`src/rtl/accu_pkg.sv`:
```
// Shared definitions for the partial-sum accumulation sequencer:
// data width, FSM state encoding and the saturating add helper.
package accu_pkg;

    localparam int DATA_W = 18;

    // FSM state encoding, also visible on the controller's debug state output
    localparam logic [1:0] ST_IDLE  = 2'd0;
    localparam logic [1:0] ST_RUN   = 2'd1;
    localparam logic [1:0] ST_FLUSH = 2'd2;
    localparam logic [1:0] ST_DONE  = 2'd3;

    localparam logic signed [DATA_W-1:0] SAT_MAX = {1'b0, {(DATA_W-1){1'b1}}};
    localparam logic signed [DATA_W-1:0] SAT_MIN = {1'b1, {(DATA_W-1){1'b0}}};

    // Signed add one bit wider than the operands, clamped back to DATA_W
    function automatic logic signed [DATA_W-1:0] sat_add(
        input logic signed [DATA_W-1:0] a,
        input logic signed [DATA_W-1:0] b
    );
        logic [DATA_W:0] s;
        s = {a[DATA_W-1], a} + {b[DATA_W-1], b};
        if (s[DATA_W] != s[DATA_W-1]) begin
            return s[DATA_W] ? SAT_MIN : SAT_MAX;
        end
        return s[DATA_W-1:0];
    endfunction

endpackage

```
`src/rtl/accu_fifo_ctrl_if.sv`:
```
// Bus between the accumulation sequencer (master) and the partial-sum FIFO (slave).
// Handshake: fifo_rd_en pops one entry, whose value appears on fifo_rd_data the
// following cycle; fifo_wr_en pushes fifo_wr_data in the same cycle. There is no
// backpressure: the flags are advisory and misuse is reported by the master's err.
interface accu_fifo_ctrl_if;
    import accu_pkg::*;

    logic                     fifo_clr;
    logic                     fifo_rd_en;
    logic                     fifo_wr_en;
    logic signed [DATA_W-1:0] fifo_wr_data;
    logic signed [DATA_W-1:0] fifo_rd_data;
    logic                     fifo_empty;
    logic                     fifo_full;

    modport master (
        output fifo_clr, fifo_rd_en, fifo_wr_en, fifo_wr_data,
        input  fifo_rd_data, fifo_empty, fifo_full
    );

    modport slave (
        input  fifo_clr, fifo_rd_en, fifo_wr_en, fifo_wr_data,
        output fifo_rd_data, fifo_empty, fifo_full
    );

endinterface

```
`src/rtl/accu_sat_add.sv`:
```
// Combinational DATA_W signed saturating adder used by stage 1 of the sequencer.
module accu_sat_add
    import accu_pkg::*;
(
    input  logic signed [DATA_W-1:0] a,
    input  logic signed [DATA_W-1:0] b,
    output logic signed [DATA_W-1:0] sum
);

    assign sum = sat_add(a, b);

endmodule

```
`src/rtl/accu_fifo_ctrl.sv`:
```
// Partial-sum accumulation sequencer. One pass per input channel: pass 0 writes raw
// products to the FIFO, middle passes pop, add and push back, the final pass pops,
// adds and emits on dout. din -> dout / FIFO write latency is two cycles.
// valid_in qualifies din; there is no ready, so the PE array may insert gaps freely.
module accu_fifo_ctrl
    import accu_pkg::*;
#(
    parameter int LEN_W = 12,
    parameter int CH_W  = 8
) (
    input  logic                     clk,
    input  logic                     rst_n,
    input  logic                     start,
    input  logic [LEN_W-1:0]         cfg_len,
    input  logic [CH_W-1:0]          cfg_ch,
    input  logic                     valid_in,
    input  logic signed [DATA_W-1:0] din,
    accu_fifo_ctrl_if.master         fifo,
    output logic                     valid_out,
    output logic signed [DATA_W-1:0] dout,
    output logic                     busy,
    output logic                     done,
    output logic                     err,
    output logic [1:0]               state
);

    logic [1:0]               state_q;
    logic [LEN_W-1:0]         len_q, pix_cnt;
    logic [CH_W-1:0]          ch_q, ch_cnt;
    logic                     s1_v, s1_first, s1_last;
    logic signed [DATA_W-1:0] s1_din, s1_addend, sum;
    logic                     accept, run_in, pix_wrap, last_pass;

    assign accept    = (state_q == ST_IDLE) && start;
    assign run_in    = (state_q == ST_RUN) && valid_in;
    assign pix_wrap  = (pix_cnt == len_q - LEN_W'(1));
    assign last_pass = (ch_cnt == ch_q - CH_W'(1));

    // Pass 0 has nothing to read back; every later pass pops one entry per pixel
    assign fifo.fifo_rd_en = run_in && (ch_cnt != '0);

    assign busy  = (state_q == ST_RUN) || (state_q == ST_FLUSH);
    assign done  = (state_q == ST_DONE);
    assign state = state_q;

    // FSM plus config latch and pixel/channel counters
    always_ff @(posedge clk or negedge rst_n) begin
        if (!rst_n) begin
            state_q <= ST_IDLE;
            len_q   <= '0;
            ch_q    <= '0;
            pix_cnt <= '0;
            ch_cnt  <= '0;
        end else begin
            case (state_q)
                ST_IDLE: begin
                    if (start) begin
                        state_q <= ST_RUN;
                        len_q   <= cfg_len;
                        ch_q    <= cfg_ch;
                        pix_cnt <= '0;
                        ch_cnt  <= '0;
                    end
                end
                ST_RUN: begin
                    if (valid_in) begin
                        if (pix_wrap) begin
                            pix_cnt <= '0;
                            if (last_pass) begin
                                state_q <= ST_FLUSH;
                            end else begin
                                ch_cnt <= ch_cnt + CH_W'(1);
                            end
                        end else begin
                            pix_cnt <= pix_cnt + LEN_W'(1);
                        end
                    end
                end
                ST_FLUSH: begin
                    // Outputs register on the same edge stage 1 drains
                    if (!s1_v) begin
                        state_q <= ST_DONE;
                    end
                end
                default: begin
                    state_q <= ST_IDLE;
                end
            endcase
        end
    end

    // Stage 0 -> 1: capture the accepted pixel and its pass position
    always_ff @(posedge clk or negedge rst_n) begin
        if (!rst_n) begin
            s1_v     <= 1'b0;
            s1_din   <= '0;
            s1_first <= 1'b0;
            s1_last  <= 1'b0;
        end else begin
            s1_v <= run_in;
            if (run_in) begin
                s1_din   <= din;
                s1_first <= (ch_cnt == '0);
                s1_last  <= last_pass;
            end
        end
    end

    // First pass adds zero, so raw products go through the adder unchanged
    assign s1_addend = s1_first ? '0 : fifo.fifo_rd_data;

    accu_sat_add u_add (
        .a   (s1_din),
        .b   (s1_addend),
        .sum (sum)
    );

    // Stage 1 -> outputs: final pass goes to dout, others back into the FIFO
    always_ff @(posedge clk or negedge rst_n) begin
        if (!rst_n) begin
            valid_out         <= 1'b0;
            dout              <= '0;
            fifo.fifo_wr_en   <= 1'b0;
            fifo.fifo_wr_data <= '0;
        end else begin
            valid_out       <= s1_v && s1_last;
            fifo.fifo_wr_en <= s1_v && !s1_last;
            if (s1_v && s1_last) begin
                dout <= sum;
            end
            if (s1_v && !s1_last) begin
                fifo.fifo_wr_data <= sum;
            end
        end
    end

    // FIFO flush pulse on accepted start and sticky misuse flag
    always_ff @(posedge clk or negedge rst_n) begin
        if (!rst_n) begin
            fifo.fifo_clr <= 1'b0;
            err           <= 1'b0;
        end else begin
            fifo.fifo_clr <= accept;
            if (accept) begin
                err <= 1'b0;
            end else if ((fifo.fifo_rd_en && fifo.fifo_empty) ||
                         (fifo.fifo_wr_en && fifo.fifo_full)) begin
                err <= 1'b1;
            end
        end
    end

endmodule

```
`src/flat_wrapper.sv`:
```
// flat-port wrapper written by rule: the top's interface ports become plain ports
module accu_fifo_ctrl_flat import accu_pkg::*;
#(
    parameter int LEN_W = 12,
    parameter int CH_W  = 8
)
  (clk, rst_n, start, cfg_len, cfg_ch, valid_in, din, valid_out, dout, busy, done, err, state, fifo_fifo_clr, fifo_fifo_rd_en, fifo_fifo_wr_en, fifo_fifo_wr_data, fifo_fifo_rd_data, fifo_fifo_empty, fifo_fifo_full);
  accu_fifo_ctrl_if fifo_i ();
  input  logic clk;
  input  logic rst_n;
  input  logic start;
  input  logic [LEN_W-1:0] cfg_len;
  input  logic [CH_W-1:0] cfg_ch;
  input  logic valid_in;
  input  logic signed [DATA_W-1:0] din;
  output logic valid_out;
  output logic signed [DATA_W-1:0] dout;
  output logic busy;
  output logic done;
  output logic err;
  output logic [1:0] state;
  output wire logic [$bits(fifo_i.fifo_clr)-1:0] fifo_fifo_clr;
  output wire logic [$bits(fifo_i.fifo_rd_en)-1:0] fifo_fifo_rd_en;
  output wire logic [$bits(fifo_i.fifo_wr_en)-1:0] fifo_fifo_wr_en;
  output wire logic [$bits(fifo_i.fifo_wr_data)-1:0] fifo_fifo_wr_data;
  input wire logic [$bits(fifo_i.fifo_rd_data)-1:0] fifo_fifo_rd_data;
  input wire logic [$bits(fifo_i.fifo_empty)-1:0] fifo_fifo_empty;
  input wire logic [$bits(fifo_i.fifo_full)-1:0] fifo_fifo_full;
  assign fifo_fifo_clr = fifo_i.fifo_clr;
  assign fifo_fifo_rd_en = fifo_i.fifo_rd_en;
  assign fifo_fifo_wr_en = fifo_i.fifo_wr_en;
  assign fifo_fifo_wr_data = fifo_i.fifo_wr_data;
  assign fifo_i.fifo_rd_data = fifo_fifo_rd_data;
  assign fifo_i.fifo_empty = fifo_fifo_empty;
  assign fifo_i.fifo_full = fifo_fifo_full;
  accu_fifo_ctrl #(.LEN_W(LEN_W), .CH_W(CH_W)) u_core (.clk(clk), .rst_n(rst_n), .start(start), .cfg_len(cfg_len), .cfg_ch(cfg_ch), .valid_in(valid_in), .din(din), .fifo(fifo_i), .valid_out(valid_out), .dout(dout), .busy(busy), .done(done), .err(err), .state(state));
endmodule
```
`config.mk`:
```
export PLATFORM = sky130hd
export DESIGN_NAME = accu_fifo_ctrl_flat
export DESIGN_NICKNAME = d
export VERILOG_FILES = /design/src/rtl/accu_pkg.sv /design/src/rtl/accu_fifo_ctrl_if.sv /design/src/rtl/accu_sat_add.sv /design/src/rtl/accu_fifo_ctrl.sv /design/src/flat_wrapper.sv
export SDC_FILE = /design/constraint.sdc
export NUM_CORES = 1
export LEC_CHECK = 0
export ABC_AREA = 1
export CAP_MARGIN = 40
export CORE_ASPECT_RATIO = 0.6
export CORE_UTILIZATION = 40
export CTS_CLUSTER_DIAMETER = 100
export CTS_CLUSTER_SIZE = 10
export DETAILED_ROUTE_END_ITERATION = 10
export PLACE_DENSITY = 0.64
export SETUP_SLACK_MARGIN = 0.5
export SYNTH_ARGS = -nofsm -noshare
export SYNTH_HDL_FRONTEND = slang
export SYNTH_HIERARCHICAL = 1
export SYNTH_SLANG_ARGS = --single-unit
```
`constraint.sdc`:
```
create_clock -name clk -period 4.85 [get_ports clk]
set_input_delay 0.7275 -clock clk [delete_from_list [all_inputs] [get_ports clk]]
set_output_delay 0.7275 -clock clk [all_outputs]
set_load 0.02 [all_outputs]
```
==> results.cfg <==
[yosys]
ys_ff_latch = 103
synth_top_area_share = 0.400
synth_top_family_by_area = simple AND/OR/NAND/NOR gates
synth_flop_cell = dfrtp_1
syn-instance-count = 856
yosysUniqueCellTypes = 44
synth_edf_count = 0
post_synth_main_area_contributors = dfrtp_1 40%, nand2_1 17%, inv_1 5.8%
synthAdderAreaFrac = 0.0555
ys_async_sr_fraction = 1.00
syn_area_um2 = 6440
ys_seq_area_frac = 0.400
avgSynthCellArea_um2 = 7.53
yosys_warnings = 6
synth_area_leader_cell = dfrtp_1
post_synth_xor_area_fraction = 0.0530
synthMuxAreaShare = 0
synthSimpleGateAreaFrac = 0.335
synth_nets = 946
synth_compound_area_frac = 0.0773

[clock_tree]
postCtsSetupBuffers = 0
h-tree-depth = 3
clkLatencyLatePin_ps = 350
cts_tree = done
cts.sinks = 103
clk_pin_slew_worst_paths_ps = 80
numCtsBuffers = 9
cts_buffer_depth = 2
cts_resized = 0
root_buffer = clkbuf_16
hold_buffers = 0

[worst_setup_path]
reg2reg_setup_slack_ps = 1910
worstPathRequired_ps = 4120
cp-start-kind = register
max_stage_delay_ps = 700
r2r_cells = 14
endpoint_kind = primary output
r2r-end = u_core/fifo.fifo_wr_data[11]
timing.rr.start = u_core/s1_first
crit_chain = inv_1 > ha_1 > nand2_1 > buf_4 > a41oi_1 > clkdlybuf4s50_1
crit_fanout = 22
worstPathArrival_ps = 2750
crit_slowest_cell = clkdlybuf4s50_1
worstSetupPathType = register to primary output

[die]
die_area_um2 = 16600
die_h_um = 100
initial_core_util = 0.414
core_um2 = 15500
std_cell_rows = 35
io_pins = 107
fp.dieW_um = 166

[pwr]
powerDensity_nw_per_um2 = 597
cellLeakagePower_nw = 4.11
peakVddDrop_uv = 340

[grt]
grt_use_total = 0.209
overflow = 0
grt_max_degree = 47
grt_pass1_vias = 5106
antenna_found_initial = 0
grt_pass1_wl_um = 27400

[finish]
final_core_util = 0.517
nets = 1046
area_growth_pct = 24.8
drive_gt1_frac = 0.0884
fillers = 1527
insertedDiodeCount = 0
instances_no_fill = 1164
final_cell_mix = 285 x nand2_1, 105 x clkdlybuf4s50_1, 103 x dfrtp_1, 99 x inv_1, 67 x nor2_1
final_common_cell = nand2_1

[place]
pre_cts_ws_ps = 1560
io_buffers = 106
dpl.hpwl_um = 12800
gp_congestion = 0.889
place_inst = 1148

[sta]
hold_viol_final = 0
finalSetupViolCount = 0
tightest_slew_ps = 729
fin_hold_ws_ps = 293
slew_violations = 0
post-route-period-util = 0.717
fmax_mhz = 287
fin_ws_ps = 1370
clock_skew_ps = 9.44
maxSlewHeadroom = 0.514
fin_setup_tns_ps = 0
fin_crit_ps = 3480
rsz0062_at_grt = false

[hold_path]
min_path_type = input port to async pin

[routing]
ant_nets = 0
avgRoutedWirePerCell_um = 14.1
first_iter_violations = 628
num_vias = 5575
drt_pre_antenna_iters = 8
routed_via_density = 4.79
drc = 7
routed_wirelength_um = 16500

[status]
status = finished, violations left
violations = design-rule violations

[run]
drv_cap = 0
## layer usage
| layer | GRT usage | wire (µm) | up-vias | share of wire |
|---|---|---|---|---|
| met5 | 0 | 0 | - | 0 |
| met2 | 0.257 | 5580 | 150 | 0.34 |
| li1 | - | - | 2892 | - |
| met3 | 0.0308 | 1000 | 8 | 0.061 |
| met4 | 0.0302 | 78 | 0 | 0.0047 |
| met1 | 0.366 | 9790 | 2525 | 0.59 |
## cells in the mapped netlist (2+ instances only)
master	count
xnor2_1	11
buf_4	2
dfrtp_1	103
nand3_4	2
xor2_1	28
o21ai_1	3
a31oi_1	2
o22ai_1	2
nand2_1	285
nor3_1	5
nand3b_1	3
o21ai_0	55
nand2_4	4
a21oi_2	4
nor2_2	5
clkbuf_1	13
a21oi_1	17
inv_2	5
nand3_2	8
or2_2	2
o21bai_1	3
buf_2	3
nand2_2	22
nor2_8	2
ha_1	27
nand3_1	34
buf_1	2
inv_1	99
nor2_1	67
nand4_1	19
nor2_4	6
## sequential cells by signal, summed over array words and instances, names as in the netlist, 2 cells and up
name,cells
u_core/len_q,12
u_core/s1_din,18
u_core/ch_cnt,8
u_core/fifo.fifo_wr_data,18
u_core/dout,18
u_core/ch_q,8
u_core/pix_cnt,12
u_core/state,2
## worst max-delay path by stage
stage	endpoint	depth (start not counted)	slack, ps	startpoint
2_1_floorplan	u_core/dout[4]	18	2310	u_core/s1_first
3_3_place_gp	fifo_fifo_rd_en	5	1600	valid_in
3_5_place_dp	fifo_fifo_rd_en	5	1560	valid_in
4_1_cts	fifo_fifo_rd_en	6	1350	u_core/state[1]
5_1_grt	fifo_fifo_rd_en	6	1190	u_core/state[1]
6_report	fifo_fifo_rd_en	6	1370	u_core/state[1]
## where the power goes
group	internal [W]	total (W)	switching, W	leakage (nW)
Clock	0.000372	0.000748	0.000376	0.151
Combinational	0.000981	0.00262	0.00164	2.71
Sequential	0.00117	0.00143	0.000265	1.25
## cells by family (layout without fill, tap and decap cells)
kind of cell / after synthesis / after routing
AO/OA/AOI/OAI: 90 / 90
XOR/XNOR: 39 / 39
adder cells (fa/ha/maj): 28 / 28
buffers and inverters: 127 / 232
flip-flops: 103 / 103
AND/OR/NAND/NOR: 469 / 469
## cell type report
type	count	area [µm²]	area share
clock buffers	9	225	0.0280
well taps	203	254	0.0316
clock inverters	7	86.3	0.0107
multi-input cells	626	3360	0.418
inverters	105	394	0.0490
repair buffers	111	1140	0.142
flip-flops and latches	103	2580	0.321
## stage by stage
step | power (W) | area [µm²]
global route | 0.00521 | 8040
finish | 0.00480 | 8040
CTS | 0.00481 | 8040
floorplan | 0.00323 | 6440
detailed placement | 0.00404 | 7730
global placement | 0.00401 | 7660
## worst max-delay path, delay by kind of cell (launching register included)
family	cells	cell delay (ps)
simple gates	1	100
flops	1	440
buf+inv	3	1040
fa+ha+maj	1	540
compound gates	1	290
Power figures use the tool's default switching activity.
